**config.mk**
```make
export PLATFORM = sky130hd
export DESIGN_NAME = dmem_arbiter
export DESIGN_NICKNAME = d
export VERILOG_FILES = /design/src/rtl/dmem_arbiter.sv
export SDC_FILE = /design/constraint.sdc
export NUM_CORES = 1
export LEC_CHECK = 0
export ABC_AREA = 1
export ABC_CLOCK_PERIOD_IN_PS = 1950
export CORE_ASPECT_RATIO = 0.5
export CORE_MARGIN = 2
export CORE_UTILIZATION = 35
export CTS_BUF_LIST = sky130_fd_sc_hd__clkbuf_8
export DETAILED_ROUTE_END_ITERATION = 7
export GPL_TIMING_DRIVEN = 0
export PLACE_DENSITY = 0.82
export RECOVER_POWER = 100
export SLEW_MARGIN = 20
export SYNTH_ARGS = -nofsm -noshare
export SYNTH_HDL_FRONTEND = slang
export SYNTH_SLANG_ARGS = --single-unit
```
**constraint.sdc**
```tcl
create_clock -name clk -period 1.95 [get_ports clk]
set_input_delay 0.39 -clock clk [delete_from_list [all_inputs] [get_ports clk]]
set_output_delay 0.39 -clock clk [all_outputs]
set_load 0.005 [all_outputs]
```
**src/rtl/dmem_arbiter.sv**
```systemverilog
// Data-memory arbiter: fixed-priority CPU port, starvation-promoted loader port, fixed-latency reads.
// Optional statistics counters are built when DMEM_ARB_STATS_EN is defined.
module dmem_arbiter #(
  parameter int AW           = 10,
  parameter int DW           = 32,
  parameter int RD_LAT       = 1,
  parameter int STARVE_LIMIT = 4
) (
  input  logic          clk,
  input  logic          rst_n,
  input  logic          cpu_req,
  input  logic          cpu_we,
  input  logic [AW-1:0] cpu_addr,
  input  logic [DW-1:0] cpu_wdata,
  output logic          cpu_stall,
  output logic [DW-1:0] cpu_rdata,
  output logic          cpu_rvalid,
  input  logic          ld_req,
  input  logic          ld_we,
  input  logic [AW-1:0] ld_addr,
  input  logic [DW-1:0] ld_wdata,
  output logic          ld_gnt,
  output logic [DW-1:0] ld_rdata,
  output logic          ld_rvalid,
  output logic          mem_en,
  output logic          mem_we,
  output logic [AW-1:0] mem_addr,
  output logic [DW-1:0] mem_wdata,
  input  logic [DW-1:0] mem_rdata,
  output logic [15:0]   stat_cpu_cnt,
  output logic [15:0]   stat_ld_cnt,
  output logic [15:0]   stat_stall_cnt
);
  localparam int WW = $clog2(RD_LAT + 1);
  localparam int SW = (STARVE_LIMIT > 0) ? $clog2(STARVE_LIMIT + 1) : 1;
  localparam logic [WW-1:0] LAT_W = WW'(RD_LAT);
  localparam logic [SW-1:0] SLIM  = SW'(STARVE_LIMIT);

  typedef enum logic {S_IDLE = 1'b0, S_RDWAIT = 1'b1} state_t;
  typedef struct packed {
    logic          we;
    logic [AW-1:0] addr;
    logic [DW-1:0] wdata;
  } req_t;

  state_t        r_state, w_state_nxt;
  logic [WW-1:0] r_wait;
  logic [SW-1:0] r_starve;
  logic          r_owner_ld;
  logic [DW-1:0] r_cpu_rdata, r_ld_rdata;

  req_t w_cpu, w_ld, w_sel;
  logic w_promote, w_cpu_win, w_ld_win, w_issue, w_rd_issue, w_data_cyc;

  assign w_cpu = '{we: cpu_we, addr: cpu_addr, wdata: cpu_wdata};
  assign w_ld  = '{we: ld_we,  addr: ld_addr,  wdata: ld_wdata};

  // A starved loader beats the CPU for exactly one grant; the grant clears r_starve.
  assign w_promote  = (STARVE_LIMIT != 0) && ld_req && (r_starve == SLIM);
  assign w_cpu_win  = (r_state == S_IDLE) && cpu_req && !w_promote;
  assign w_ld_win   = (r_state == S_IDLE) && ld_req && (w_promote || !cpu_req);
  assign w_issue    = w_cpu_win || w_ld_win;
  assign w_sel      = w_ld_win ? w_ld : w_cpu;
  assign w_rd_issue = w_issue && !w_sel.we;
  assign w_data_cyc = (r_state == S_RDWAIT) && (r_wait == WW'(1));

  always_ff @(posedge clk or negedge rst_n) begin
    if (!rst_n) r_state <= S_IDLE;
    else        r_state <= w_state_nxt;
  end

  always_comb begin
    w_state_nxt = r_state;
    case (r_state)
      S_IDLE:   if (w_rd_issue) w_state_nxt = S_RDWAIT;
      S_RDWAIT: if (w_data_cyc) w_state_nxt = S_IDLE;
      default:  w_state_nxt = S_IDLE;
    endcase
  end

  // Strobes and grants are gated by rst_n so the RAM sees nothing while in reset.
  always_comb begin
    mem_en     = 1'b0;
    mem_we     = 1'b0;
    mem_addr   = '0;
    mem_wdata  = '0;
    ld_gnt     = 1'b0;
    cpu_rvalid = 1'b0;
    ld_rvalid  = 1'b0;
    cpu_stall  = 1'b0;
    if (rst_n) begin
      mem_en = w_issue;
      if (w_issue) begin
        mem_we    = w_sel.we;
        mem_addr  = w_sel.addr;
        mem_wdata = w_sel.wdata;
      end
      ld_gnt     = w_ld_win;
      cpu_rvalid = w_data_cyc && !r_owner_ld;
      ld_rvalid  = w_data_cyc && r_owner_ld;
      cpu_stall  = cpu_req && !((w_cpu_win && cpu_we) || cpu_rvalid);
    end
    cpu_rdata = cpu_rvalid ? mem_rdata : r_cpu_rdata;
    ld_rdata  = ld_rvalid  ? mem_rdata : r_ld_rdata;
  end

  always_ff @(posedge clk or negedge rst_n) begin
    if (!rst_n) begin
      r_wait      <= '0;
      r_owner_ld  <= 1'b0;
      r_starve    <= '0;
      r_cpu_rdata <= '0;
      r_ld_rdata  <= '0;
    end else begin
      if (w_rd_issue) begin
        r_wait     <= LAT_W;
        r_owner_ld <= w_ld_win;
      end else if (r_state == S_RDWAIT) begin
        r_wait <= r_wait - WW'(1);
      end
      if (w_ld_win)                        r_starve <= '0;
      else if (ld_req && r_starve != SLIM) r_starve <= r_starve + SW'(1);
      if (cpu_rvalid) r_cpu_rdata <= mem_rdata;
      if (ld_rvalid)  r_ld_rdata  <= mem_rdata;
    end
  end

`ifdef DMEM_ARB_STATS_EN
  logic [15:0] r_stat_cpu, r_stat_ld, r_stat_stall;

  always_ff @(posedge clk or negedge rst_n) begin
    if (!rst_n) begin
      r_stat_cpu   <= '0;
      r_stat_ld    <= '0;
      r_stat_stall <= '0;
    end else begin
      if (w_cpu_win) r_stat_cpu   <= r_stat_cpu + 16'd1;
      if (w_ld_win)  r_stat_ld    <= r_stat_ld + 16'd1;
      if (cpu_stall) r_stat_stall <= r_stat_stall + 16'd1;
    end
  end

  assign stat_cpu_cnt   = r_stat_cpu;
  assign stat_ld_cnt    = r_stat_ld;
  assign stat_stall_cnt = r_stat_stall;
`else
  assign stat_cpu_cnt   = '0;
  assign stat_ld_cnt    = '0;
  assign stat_stall_cnt = '0;
`endif

endmodule

```
# After elaboration in Yosys (flattened, before gate mapping)
# Cells that the tools add are included.
# word_totals
regBits	70
in_bits	122
output_inout_bits	160
wordCells	54
# classes
addsub	2
eq_ne	2
mux	21
bitwise	1
n_reduce_logical	22
# ops
operator	n
$mux W32	4
$mux W43	1
$mux W10	2
$logic_and A1 B1 Y1	12
$mux W1	11
$mux W3	2
$logic_not A1 Y1	5
$reduce_bool A2 Y1	2
$add A3 B1 Y3 const B	1
$eq A3 B3 Y1 const B	1
$logic_or A1 B1 Y1	3
$ne A3 B3 Y1 const B	1
$pmux W1 S2	1
$not A1 Y1	1
$sub A1 B1 Y1 const B	1

# Longest topological paths before layout
# logic_depth
word_depth	9
mapped_depth	11
mapped_depth_nobuf	10

# Worst setup path before layout
# No wires, ideal clock.
# synth_timing
path_type	reg-to-output
from	reg r_starve[0]
to	out mem_addr[0]
arrival_ps	1281
required_time_ps	1560
slack_ps	279
stages_incl_launch_ff	10
n_path_buf	2
cell_sequence	dfrtp_1 > inv_1 > ha_1 > nand3_1 > nand2_1 > nand2_2 > buf_6 > buf_6 > nand2_1 > a21oi_1
# synth_between
elab_chain_cells	7
word_cells_on_any_way	10
cone_classes	eq/ne: 1; mux: 3; reduce/logical: 6
# synth_lines
item	line_no	text
start: declaration	48	logic [SW-1:0] r_starve;
start signal: assignment	122	else if (ld_req && r_starve != SLIM) r_starve <= r_starve + SW'(1);
$eq A3 B3 Y1 *	59	assign w_promote = (STARVE_LIMIT != 0) && ld_req && (r_starve == SLIM);
$logic_and A1 B1 Y1 *	59	
$logic_or A1 B1 Y1 / $logic_not A1 Y1 (equally long branches)	61, 60	
$logic_and A1 B1 Y1, on equally long branches	61, 60	
$mux W43 / $logic_or A1 B1 Y1 (equally long branches)	63, 62	
$mux W10 *	93	if (w_issue) begin
$mux W10 *	91	if (rst_n) begin
end: declaration	27	output logic [AW-1:0] mem_addr,
# Every way passes the cells marked *; elsewhere a longest branch is shown, timed or not.

# Worst setup path in the final report
# layout_timing
from	reg r_state
to	out mem_wdata[20]
# layout_between
elab_chain_cells	6
word_cells_on_any_way	9
cone_classes	mux: 3; bitwise: 1; reduce/logical: 5
# layout_lines
item	line_no	text
start: declaration	46	state_t r_state, w_state_nxt;
start signal: assignment	69	else r_state <= w_state_nxt;
$not A1 Y1 *	--	
$logic_and A1 B1 Y1, on equally long branches (2 in series)	61, 60	
$mux W43 / $logic_or A1 B1 Y1 (equally long branches)	63, 62	
$mux W32 *	93	
$mux W32 *	91	
end: declaration	28	output logic [DW-1:0] mem_wdata,
# Marked as above.

==> metrics.md <==
| Metric | Value |
|---|---|
| Outcome | finished with violations |
| Failing checks | capacitance limit, slew limit, setup timing |
| Fin worst setup slack | -494 ps |
| Die Y | 77.5 µm |
| Layout Cells excl Fill | 1021 |
| Final worst-path cycle share | 1.25 |
| Commonest non-fill, non-tap cell in the layout | clkdlybuf4s50_1 |
| Seq/Total Area, Yosys | 0.463 |
| Post-layout min period | 2440 ps |
| Area grow syn2layout | 134% |
| Cell Area, Synth | 3780 µm² |
| Hold endpoint | r_ld_rdata[27] |
| Die ar. | 11700 µm² |
| Final net count | 1000 |
| Drt total wl | 22600 µm |
| Worst-case reg-to-reg path depth | 13 |
| IO Port Bufs | 233 |
| Worst setup SP type | register |
| Yosys warning total | 0 |
| Vias | 5318 |
| Wire per inst | 22.1 µm |
| Uppermost layer routed | met4 |
| Syn Area/Cell | 7.84 µm² |
| Syn Inst Count | 483 |
| Setup TNS Final | -39650 ps |
| Max clock buf depth | 2 |
| DR WL met2 | 11000 µm |
| FILL cells | 478 |
| Clock latency on the worst-skew pair | 360 ps |
| Worst R2R End | r_cpu_rdata[29] |
| First-pass GRT wire length | 27200 µm |
| Final hold vios | 0 |
| Final instance area | 8850 µm² |
| Final core occ | 0.852 |
| Post-synthesis adder-cell area fraction | 0.00661 |
| Reg-to-reg slack, setup | -100 ps |
| Initial Utilization | 0.365 |
| H-tree depth | 3 |
| Hold Crit Class | register to register |
| Vias in the first global route | 5021 |
| Max Clock Skew | 17.8 ps |
| Via/cell ratio | 5.21 |
| DP Area | 6490 µm² |
| Critical-path maximum fanout | 6 |
| Antenna violations before repair | 0 |
| Total core area | 10400 µm² |
| Maximum vdd drop | 0.758 mV |
| Synth Area in XOR/XNOR | 0.00231 |
| Gpl congestion | 0.790 |
| Clk pin slew, worst setup/hold paths | 90 ps |
| Die W | 151 µm |
| Setup crit end kind | primary output |
| Hold Path Stages | 2 |
| Mux contribution to synthesized area | 0 |
| Total gr overflow | 0 |
| Combinational family with the most area after synthesis | buffers and inverters |
| Total CTS buffers | 9 |
| TritonCTS clock tree | built |
| Share of cells above drive strength 1 | 0.600 |
| Lkg Pwr | 4.48 nW |
| Setup Viol. Count Final | 113 |
| Io pins | 282 |
| Antenna viol nets, final | 0 |
| Met3 routed WL | 1950 µm |
| Netlist cell types | 21 |
| GRT Util Overall | 0.303 |
| RSZ-0062 raised after global routing | true |
| DRC | 0 |
| Worst slew pin tran | 1600 ps |
| Total power | 10.1 mW |
| Slew headroom | -0.0636 |
| 1st-iter DRT viols | 366 |
| Metal-1 WL | 8250 µm |
| FF-to-FF Start | r_state |
| Post-synthesis compound-gate area fraction | 0.148 |
| FP Rows | 26 |
| CTS Root Cell | clkbuf_8 |
| # placed instances | 904 |
| Critical path class | register to primary output |
| Max-slew violation count | 27 |
| Achievable frequency | 409 MHz |
| MaxCap Viol Count | 1 |
| Largest net degree at the start of global routing | 27 |
| #FFs+latches synth | 70 |
| Worst path arrival time | 2050 ps |
| Pwr dens | 1140 nW/µm² |
| Data required, critical path | 1560 ps |
| Antenna Cells | 0 |
| HPWL Detailed | 10400 µm |
| Min-delay src | r_ld_rdata[27] |
| Synth Area in Simple Gates | 0.177 |
| Drt pass-1 iters | 5 |
| Most frequent cells in the layout | clkdlybuf4s50_1, buf_2, buf_4 |
| Clock tree sinks | 70 |
kinds of logic (layout without fill, tap and decap cells):
| group | Yosys count | in the layout |
|---|---|---|
| AND/OR/NAND/NOR | 174 | 174 |
| flip-flops | 70 | 70 |
| other | 1 | 48 |
| buffers and inverters | 123 | 474 |
| XOR/XNOR | 1 | 1 |
| AO/OA/AOI/OAI | 112 | 112 |
| adder cells (fa/ha/maj) | 2 | 2 |
metal layers:
metal	vias to the layer above	GRT usage
met5	-	0
li1	2211	-
met1	2612	0.336
met2	368	0.549
met3	127	0.0782
met4	0	0.136
layout make-up:
cell class	instances	area [µm²]	area share
Buffer	73	753	0.0851
Multi-Input combinational cell	337	2810	0.317
Tap cell	140	175	0.0198
Clock buffer	10	138	0.0156
Sequential cell	70	1750	0.198
Timing Repair Buffer	337	3000	0.339
Inverter	48	195	0.0221
Clock inverter	6	30.0	0.00339
state kept, by name (all words and copies together), names as in the netlist:
signal,count
r_state,1
r_owner_ld,1
r_wait,1
r_ld_rdata,32
r_cpu_rdata,32
r_starve,3
synthesized netlist by cell type:
cell type / number / area share
nand2_1: 158 / 0.16
dfrtp_1: 70 / 0.46
buf_4: 48 / 0.095
inv_1: 45 / 0.045
o21ai_0: 45 / 0.060
a21oi_1: 42 / 0.056
o21ai_1: 24 / 0.032
buf_6: 15 / 0.045
buf_2: 7 / 0.0093
nand3_1: 7 / 0.0093
nor2_1: 6 / 0.0059
clkbuf_1: 4 / 0.0040
inv_2: 3 / 0.0030
ha_1: 2 / 0.0066
a31oi_1: 1 / 0.0017
clkbuf_2: 1 / 0.0013
conb_1: 1 / 0.00099
nand2_2: 1 / 0.0017
nand4_1: 1 / 0.0017
or2_2: 1 / 0.0017
xor2_1: 1 / 0.0023
through the flow:
stage	hold slack (ps)	setup slack, ps
6_report	515	-494
5_1_grt	522	-526
4_1_cts	85.3	-368
3_5_place_dp	295	-896
3_3_place_gp	476	-3350
2_1_floorplan	94.4	279
how the worst max path moves through the flow:
stage	startpoint	to	slack (ps)	cells past startpoint
after floorplan	r_starve[0]	mem_addr[0]	280	9
after global placement	rst_n	mem_wdata[27]	-3350	7
after detailed placement	rst_n	ld_rdata[6]	-900	7
after CTS	r_starve[1]	mem_wdata[4]	-370	11
after global routing	r_state	mem_wdata[20]	-530	8
final	r_state	mem_wdata[20]	-490	10
where the power goes:
part | internal [mW] | switching (mW)
registers | 2.12 | 0.591
logic | 3.24 | 3.09
clock network | 0.481 | 0.593
worst max-delay path, cell delays in order, from the launching register on:
cell and delay, ps:
dfrtp_1 420, buf_4 170, inv_2 80, nand2_1 80, inv_2 170, nand2_8 100
clkinv_8 80, buf_6 110, nand2_1 70, a21oi_1 180, clkdlybuf4s15_2 230
timing repair:
action	in CTS	in global routing
endpoints found under the setup margin	112	116
setup buffers	49	39
pin swaps	23	39
hold buffers	2	0
resized for setup	737	209
cloned	15	3
hold endpoints to repair	20	0
(Power assumes the default switching activity.)
